--- config.mk ---
export PLATFORM = sky130hd
export DESIGN_NAME = ycr_sleep_req_flat
export DESIGN_NICKNAME = d
export VERILOG_FILES = /design/src/rtl/ycr_sleep_req_if.sv /design/src/rtl/ycr_sleep_req.sv /design/src/flat_wrapper.sv
export SDC_FILE = /design/constraint.sdc
export NUM_CORES = 1
export LEC_CHECK = 0
export ABC_CLOCK_PERIOD_IN_PS = 4700
export CAP_MARGIN = 15
export CORE_MARGIN = 2
export CORE_UTILIZATION = 35
export DETAILED_ROUTE_END_ITERATION = 7
export DONT_BUFFER_PORTS = 1
export PLACE_DENSITY = 0.51
export SLEW_MARGIN = 20
export SYNTH_ARGS = -nofsm -noshare
export SYNTH_HDL_FRONTEND = slang
export SYNTH_SLANG_ARGS = --single-unit
--- constraint.sdc ---
create_clock -name clk_in -period 4.7 [get_ports clk_in]
set_input_delay 0.47 -clock clk_in [delete_from_list [all_inputs] [get_ports clk_in]]
set_output_delay 0.47 -clock clk_in [all_outputs]
set_load 0.005 [all_outputs]
--- src/rtl/ycr_sleep_req_if.sv ---
// Sleep/wake handshake bundle between core, sleep initiator and source clock gate.
// The slave modport is the initiator side; master drives core requests and gate status.
interface ycr_sleep_req_if #(
    parameter int CNT_W = 16
);
    logic             sleep_req;
    logic             bus_busy;
    logic [2:0]       cfg_mode;
    logic             wakeup;
    logic             clk_enb;
    logic             dst_idle;
    logic             sleep_ack;
    logic             sleep_nack;
    logic             wake_done;
    logic             wake_err;
    logic             sleeping;
    logic [CNT_W-1:0] sleep_cnt;

    modport master (
        output sleep_req, bus_busy, cfg_mode, wakeup, clk_enb,
        input  dst_idle, sleep_ack, sleep_nack, wake_done, wake_err, sleeping, sleep_cnt
    );

    modport slave (
        input  sleep_req, bus_busy, cfg_mode, wakeup, clk_enb,
        output dst_idle, sleep_ack, sleep_nack, wake_done, wake_err, sleeping, sleep_cnt
    );
endinterface

--- src/rtl/ycr_sleep_req.sv ---
// Core-side sleep/wake initiator for the source clock gate: drains the bus, raises a
// registered dst_idle, then confirms the wake-up and reports the sleep duration.
module ycr_sleep_req #(
    parameter int QUIESCE_CYCLES = 4,
    parameter int CNT_W          = 16,
    parameter int TO_W           = 8
) (
    input  logic            clk_in,
    input  logic            reset_n,
    ycr_sleep_req_if.slave  bus
);

    typedef enum logic [1:0] {
        ST_IDLE  = 2'd0,
        ST_DRAIN = 2'd1,
        ST_SLEEP = 2'd2,
        ST_WAKE  = 2'd3
    } state_t;

    // DRAIN is entered with qcnt cleared; QUIESCE_CYCLES+1 idle samples place the
    // dst_idle rising edge at T+QUIESCE_CYCLES+1 after the sampling edge T.
    localparam logic [3:0] Q_LAST = 4'(QUIESCE_CYCLES);

    state_t           state_r;
    logic [3:0]       qcnt_r;
    logic [TO_W-1:0]  tcnt_r;
    logic             dst_idle_r;
    logic             sleep_ack_r;
    logic             sleep_nack_r;
    logic             wake_done_r;
    logic             wake_err_r;
    logic             sleeping_r;
    logic [CNT_W-1:0] sleep_cnt_r;
    logic             gating_s;

    function automatic logic is_gating(input logic [2:0] mode);
        return (mode >= 3'd1) && (mode <= 3'd4);
    endfunction

    assign gating_s = is_gating(bus.cfg_mode);

    // Handshake FSM with all outputs registered
    always_ff @(posedge clk_in or negedge reset_n) begin
        if (!reset_n) begin
            state_r      <= ST_IDLE;
            qcnt_r       <= 4'd0;
            tcnt_r       <= {TO_W{1'b0}};
            dst_idle_r   <= 1'b0;
            sleep_ack_r  <= 1'b0;
            sleep_nack_r <= 1'b0;
            wake_done_r  <= 1'b0;
            wake_err_r   <= 1'b0;
            sleeping_r   <= 1'b0;
            sleep_cnt_r  <= {CNT_W{1'b0}};
        end else begin
            sleep_ack_r  <= 1'b0;
            sleep_nack_r <= 1'b0;
            wake_done_r  <= 1'b0;
            wake_err_r   <= 1'b0;
            case (state_r)
                ST_IDLE: begin
                    if (bus.sleep_req) begin
                        if (gating_s) begin
                            state_r <= ST_DRAIN;
                            qcnt_r  <= 4'd0;
                        end else begin
                            sleep_nack_r <= 1'b1;
                        end
                    end
                end
                ST_DRAIN: begin
                    if (!gating_s) begin
                        state_r      <= ST_IDLE;
                        sleep_nack_r <= 1'b1;
                    end else if (bus.bus_busy) begin
                        qcnt_r <= 4'd0;
                    end else if (qcnt_r == Q_LAST) begin
                        state_r     <= ST_SLEEP;
                        dst_idle_r  <= 1'b1;
                        sleep_ack_r <= 1'b1;
                        sleeping_r  <= 1'b1;
                        sleep_cnt_r <= {CNT_W{1'b0}};
                    end else begin
                        qcnt_r <= qcnt_r + 4'd1;
                    end
                end
                ST_SLEEP: begin
                    if (sleep_cnt_r != {CNT_W{1'b1}}) begin
                        sleep_cnt_r <= sleep_cnt_r + CNT_W'(1);
                    end
                    // Leaving gating mode is a software escape and wakes like an IRQ would
                    if (bus.wakeup || !gating_s) begin
                        state_r    <= ST_WAKE;
                        dst_idle_r <= 1'b0;
                        tcnt_r     <= {TO_W{1'b0}};
                    end
                end
                ST_WAKE: begin
                    if (bus.clk_enb) begin
                        state_r     <= ST_IDLE;
                        wake_done_r <= 1'b1;
                        sleeping_r  <= 1'b0;
                    end else if (tcnt_r == {TO_W{1'b1}}) begin
                        state_r    <= ST_IDLE;
                        wake_err_r <= 1'b1;
                        sleeping_r <= 1'b0;
                    end else begin
                        tcnt_r <= tcnt_r + TO_W'(1);
                    end
                end
                default: begin
                    state_r    <= ST_IDLE;
                    dst_idle_r <= 1'b0;
                    sleeping_r <= 1'b0;
                end
            endcase
        end
    end

    assign bus.dst_idle   = dst_idle_r;
    assign bus.sleep_ack  = sleep_ack_r;
    assign bus.sleep_nack = sleep_nack_r;
    assign bus.wake_done  = wake_done_r;
    assign bus.wake_err   = wake_err_r;
    assign bus.sleeping   = sleeping_r;
    assign bus.sleep_cnt  = sleep_cnt_r;

endmodule

--- src/flat_wrapper.sv ---
// flat-port wrapper written by rule: the top's interface ports become plain ports
module ycr_sleep_req_flat 
#(
    parameter int QUIESCE_CYCLES = 4,
    parameter int CNT_W          = 16,
    parameter int TO_W           = 8
)
  (clk_in, reset_n, bus_sleep_req, bus_bus_busy, bus_cfg_mode, bus_wakeup, bus_clk_enb, bus_dst_idle, bus_sleep_ack, bus_sleep_nack, bus_wake_done, bus_wake_err, bus_sleeping, bus_sleep_cnt);
  ycr_sleep_req_if #(.CNT_W(CNT_W)) bus_i ();
  input  logic clk_in;
  input  logic reset_n;
  input wire logic [$bits(bus_i.sleep_req)-1:0] bus_sleep_req;
  input wire logic [$bits(bus_i.bus_busy)-1:0] bus_bus_busy;
  input wire logic [$bits(bus_i.cfg_mode)-1:0] bus_cfg_mode;
  input wire logic [$bits(bus_i.wakeup)-1:0] bus_wakeup;
  input wire logic [$bits(bus_i.clk_enb)-1:0] bus_clk_enb;
  output wire logic [$bits(bus_i.dst_idle)-1:0] bus_dst_idle;
  output wire logic [$bits(bus_i.sleep_ack)-1:0] bus_sleep_ack;
  output wire logic [$bits(bus_i.sleep_nack)-1:0] bus_sleep_nack;
  output wire logic [$bits(bus_i.wake_done)-1:0] bus_wake_done;
  output wire logic [$bits(bus_i.wake_err)-1:0] bus_wake_err;
  output wire logic [$bits(bus_i.sleeping)-1:0] bus_sleeping;
  output wire logic [$bits(bus_i.sleep_cnt)-1:0] bus_sleep_cnt;
  assign bus_i.sleep_req = bus_sleep_req;
  assign bus_i.bus_busy = bus_bus_busy;
  assign bus_i.cfg_mode = bus_cfg_mode;
  assign bus_i.wakeup = bus_wakeup;
  assign bus_i.clk_enb = bus_clk_enb;
  assign bus_dst_idle = bus_i.dst_idle;
  assign bus_sleep_ack = bus_i.sleep_ack;
  assign bus_sleep_nack = bus_i.sleep_nack;
  assign bus_wake_done = bus_i.wake_done;
  assign bus_wake_err = bus_i.wake_err;
  assign bus_sleeping = bus_i.sleeping;
  assign bus_sleep_cnt = bus_i.sleep_cnt;
  ycr_sleep_req #(.QUIESCE_CYCLES(QUIESCE_CYCLES), .CNT_W(CNT_W), .TO_W(TO_W)) u_core (.clk_in(clk_in), .reset_n(reset_n), .bus(bus_i));
endmodule
; ---- Word-level counts from Yosys, hierarchy flattened
; Index checks and enable logic that the tools add are counted.
; Widths: inputs -> output; s select.
[classes]
addsub = 3
order_cmp = 2
eq_ne = 19
n_mux = 44
reduce_logical = 14
[op_table]
columns = op, n
row1 = $mux 16, 4
row2 = $pmux 16 s2, 1
row3 = $mux 8, 3
row4 = $mux 4, 5
row5 = $reduce_and 5->1, 4
row6 = $mux 1, 17
row7 = $add 16x1->16 const B, 1
row8 = $mux 2, 8
row9 = $ne 16x16->1 const B, 1
row10 = $pmux 8 s2, 1
row11 = $ne 2x1->1 const B, 5
row12 = $ne 3x3->1 const B, 3
row13 = $add 8x1->8 const B, 1
row14 = $eq 8x8->1 const B, 1
row15 = $ne 2x2->1 const B, 4
row16 = $pmux 2 s4, 1
row17 = $pmux 4 s2, 1
row18 = $reduce_bool 2->1, 4
row19 = $pmux 1 s2, 3
row20 = $reduce_and 6->1, 1
row21 = $add 4x1->4 const B, 1
row22 = $eq 2x2->1 const B, 2
row23 = $eq 4x3->1 const B, 1
row24 = $reduce_and 4->1, 1
row25 = 8 further kinds, 8
[word_totals]
ff_bits = 36
in_bits = 9
out_inout_bits = 22
elab_cells = 92

; ---- Depth between registers and ports, before layout
[depth]
depth_word = 6
depth_mapped = 9
ltp_nobuf = 8

; ---- Worst setup path before layout
; OpenSTA, ideal clock, no wires.
[synth_path]
path_type = reg-to-reg
from = reg u_core.sleep_cnt_r[0], in the netlist u_core.bus.sleep_cnt[0]
to = reg u_core.sleep_cnt_r[12], in the netlist u_core.bus.sleep_cnt[12]
setup_ps = 78
t_arrival_ps = 1892
required_ps = 4622
setup_slack_ps = 2730
path_stages_with_launch = 6
n_path_buf = 0
period_less_slack_ps = 1970
cell_sequence = dfrtp_1 -> ha_1 -> nand3_2 -> or4_4 -> or4_1 -> a21oi_1
[synth_between]
elab_chain_cells = 3
word_cells_on_any_way = 6
classes_between = add/sub (1) / eq/ne (2) / mux (2) / reduce/logical (1)
[synth_rtl]
columns = item, line
row1 = "start, declared", ycr_sleep_req.sv:33  ; logic [CNT_W-1:0] sleep_cnt_r;
row2 = "start signal, assigned", ycr_sleep_req.sv:54  ; sleep_cnt_r <= {CNT_W{1'b0}};
row3 = "start signal, assigned", ycr_sleep_req.sv:82  ; sleep_cnt_r <= {CNT_W{1'b0}};
row4 = "start signal, assigned", ycr_sleep_req.sv:89  ; sleep_cnt_r <= sleep_cnt_r + CNT_W'(1);
row5 = $add 16x1->16 / $ne 16x16->1 (equally long branches), "ycr_sleep_req.sv:89, ycr_sleep_req.sv:88"
row6 = $mux 16 / $ne 2x1->1 (equally long branches), n/a
row7 = $pmux 16 s2 / $reduce_and 5->1 (equally long branches), n/a
; Parallel ways exist; a longest one is shown, timed or not. The select of a mux whose other input is x is not followed.
; A chain may end at the register's enable or synchronous reset.

; ---- Final worst setup path
[layout_path]
from = reg u_core.state_r[0]
to = reg u_core.tcnt_r[2]
[layout_between]
elab_chain_cells = 3
word_cells_on_any_way = 8
classes_between = eq/ne (5) / mux (1) / reduce/logical (2)
[layout_rtl]
columns = item, line
row1 = "start, declared", ycr_sleep_req.sv:24  ; state_t state_r;
row2 = "start signal, assigned", ycr_sleep_req.sv:45  ; state_r <= ST_IDLE;
row3 = "start signal, assigned", ycr_sleep_req.sv:64  ; state_r <= ST_DRAIN;
row4 = "start signal, assigned", ycr_sleep_req.sv:73  ; state_r <= ST_IDLE;
row5 = $eq 2x2->1, ycr_sleep_req.sv:60  ; case (state_r)
row6 = $ne 2x2->1 (no source line) (tied with other cells), n/a
row7 = $reduce_and 4->1 (no source line), n/a
row8 = "end signal, assigned", ycr_sleep_req.sv:47  ; tcnt_r <= {TO_W{1'b0}};
row9 = "end signal, assigned", ycr_sleep_req.sv:95  ; tcnt_r <= {TO_W{1'b0}};
row10 = "end signal, assigned", ycr_sleep_req.sv:108  ; tcnt_r <= tcnt_r + TO_W'(1);
row11 = "end, declared", ycr_sleep_req.sv:26  ; logic [TO_W-1:0] tcnt_r;
; Parallel ways exist; a longest one is shown, timed or not.

==> results.toml <==
[place]
io_buffers = 0
hpwl_um = 2890
place_congestion = 0.725
pre_cts_ws_ns = 2.07
dp.cells = 268

[timing]
tightestPinTransition_ns = 1.03
setup_viol = 0
setup_ws_ns = 2.14
finalMaxSlewViolations = 0
hold_viol_final = 0
slew_headroom = 0.308
final.setup.tns_ns = 0
final_period_minus_worst_setup_slack_ns = 2.56
skew_ns = 0.00549
post-route-period-util = 0.545
clock.fmax_mhz = 390
rsz0062_at_grt = "no"

[logic_synthesis]
synth_cell_type_count = 45
synth_ff_type = "dfrtp_1"
seq_area_frac_synth = 0.456
yosysTopAreaCellShare = 0.456
synth_fp_nets = 218
async_flop_share = 1.00
synth_edf_count = 0
yosys-top-cells-area = "dfrtp_1 (46%), o31ai_1 (4.6%), a21oi_1 (3.5%), or4_1 (3.4%), nor2_1 (3.2%)"
synth.avg_cell_area_um2 = 9.63
synth.cell_area_um2 = 1970
yosys_warnings = 0
synth-seq-cells = 36
syn_inst = 205
yosysMostFrequentCell = "dfrtp_1"
yosysTopAreaCell = "dfrtp_1"
synth_common_cells = "dfrtp_1 (36), nor2_1 (17), nand2_1 (16)"

[route]
detailedRoute.firstIterationViolations = 87
via_per_inst = 5.36
antenna_left = 0
wl_per_cell_um = 15.1
drc = 0
vias = 1486
wl_um = 4190
first_pass_iters = 4

[job]
cap_violations = 0

[global_route]
grt_usage = 0.147
grt_pass1_vias = 1460
grt_max_degree = 37
grt.overflow.total = 0
grt_pass1_wl_um = 7230
antenna_found_initial = 0

[floorplanning]
core-area_um2 = 5470
die_y_um = 79.1
die_area_um2 = 6260
start_util = 0.361
die_x_um = 79.1
row_count = 27
ios = 31

[clocking]
clk_latency_ns = 0.29
cts_root_buffer = "clkbuf_8"
cts_tree = "yes"
hold_buffers = 1
post_cts_buffers = 0
cts_resized = 0
htree_levels = 2
clkTransAtPathRegs_ns = 0.07
cts.sinks = 36
cts_buffers = 5
cts.path.max_buffers = 2

[pwr]
power-per-cell-area_nw_per_um2 = 348
p_leak_uw = 0.000897
peakVddDrop_uv = 128

[finish]
drive_above_1_share = 0.0829
fin_nets = 217
diodes = 0
area_growth_pct = 6.97
seq_area_um2 = 901
fillCellCount = 581
multi_input_comb_area_um2 = 977
finalNonFillerCells = 277

[critical_path]
start_kind = "register"
worst_setup_path_end_kind = "register"
crit_arrival_ns = 2.77
required_ns = 4.91
critical_path_class = "register to register"
crit_fanout = 15

[min_path]
hold_path.class = "input pin to async pin"

[run_status]
status = "finished clean"
==> cells by family after synthesis <==
| kind of cell | Yosys count | share of synthesized area |
|---|---|---|
| buffers and inverters | 18 | 0.0488 |
| AOI/OAI and AO/OA | 48 | 0.157 |
| muxes | 6 | 0.0304 |
| DFF | 36 | 0.456 |
| adders and majority gates | 4 | 0.0253 |
| xor gates and xnor gates | 6 | 0.0266 |
| and+or+nand+nor | 87 | 0.256 |
==> final timing paths <==
| kind | from | slack (ns) | endpoint | cells past startpoint |
|---|---|---|---|---|
| min in group clk_in | bus_clk_enb | 0.24 | u_core.bus.wake_err$_DFF_PN0_ | 1 |
| max in group asynchronous | reset_n | 4.49 | u_core.bus.sleep_cnt[3]$_DFFE_PN0P_ | 1 |
| min | reset_n | 0.01 | u_core.bus.sleep_cnt[4]$_DFFE_PN0P_ | 1 |
| max | u_core.state_r[0]$_DFFE_PN0P_ | 2.14 | u_core.tcnt_r[2]$_DFFE_PN0P_ | 5 |
| min reg2reg | u_core.bus.dst_idle$_DFFE_PN0P_ | 0.53 | u_core.bus.dst_idle$_DFFE_PN0P_ | 2 |
| max reg2reg | u_core.state_r[0]$_DFFE_PN0P_ | 2.14 | u_core.tcnt_r[2]$_DFFE_PN0P_ | 5 |
==> area by class of cell <==
cell class | instances | share of cell area
clock buffers | 8 | 0.0427
flip-flops and latches | 36 | 0.427
multi-input cells | 151 | 0.463
inverters | 9 | 0.0160
repair buffers | 1 | 0.00948
well taps | 72 | 0.0427
==> registers in the layout (all words and copies together) (netlist names), named ones only <==
name                   flops
u_core.bus.dst_idle        1
u_core.bus.sleep_ack       1
u_core.bus.sleep_cnt      16
u_core.bus.sleep_nack      1
u_core.bus.sleeping        1
u_core.bus.wake_done       1
u_core.bus.wake_err        1
u_core.qcnt_r              4
u_core.state_r             1
u_core.tcnt_r              8
==> report_power, final <==
part / leakage [uW] / internal [uW] / switching, uW
combinational: 0.000364 / 51.9 / 57.9
clock: 0.0000455 / 120 / 109
sequential: 0.000488 / 344 / 52.8
total: 0.000897 / 516 / 219
==> per-stage QoR <==
stage	instance area [um2]	power (uW)	hold slack, ns	util
final	2110	735	0.0138	0.386
after CTS	2110	748	0.0180	0.386
after floorplan	1970	478	0.174	-
after detailed placement	2000	507	0.175	0.366
after global routing	2110	783	0.0213	0.386
after global placement	2000	507	0.175	0.366
==> placed cells by master (no fill, tap or decap), types with 3 or more instances in the layout <==
| master | n |
|---|---|
| a21oi_1 | 14 |
| a31oi_1 | 3 |
| and3_1 | 6 |
| clkbuf_8 | 6 |
| dfrtp_1 | 36 |
| ha_1 | 4 |
| inv_1 | 9 |
| mux2i_1 | 6 |
| nand2_1 | 16 |
| nand2b_1 | 5 |
| nand3_1 | 9 |
| nor2_1 | 17 |
| nor4_1 | 3 |
| o211ai_1 | 3 |
| o21ai_0 | 7 |
| o31ai_1 | 12 |
| or3_1 | 3 |
| or4_1 | 9 |
| xor2_1 | 4 |
==> per-layer routing <==
layer	track usage	part of all wire	up-vias
met5	0	0	-
met4	0.0517	0.014	0
met3	0.0511	0.055	7
met2	0.226	0.46	32
met1	0.192	0.47	692
li1	-	-	755
==> critical path, stage by stage, from the launching register on <==
cell      delay (ns)
dfrtp_1         0.54
nand2b_1        0.27
a31oi_1         0.79
o21ai_1         0.37
or3_1           0.38
a21oi_1         0.13
No activity file was read; power rests on OpenSTA's default activity.
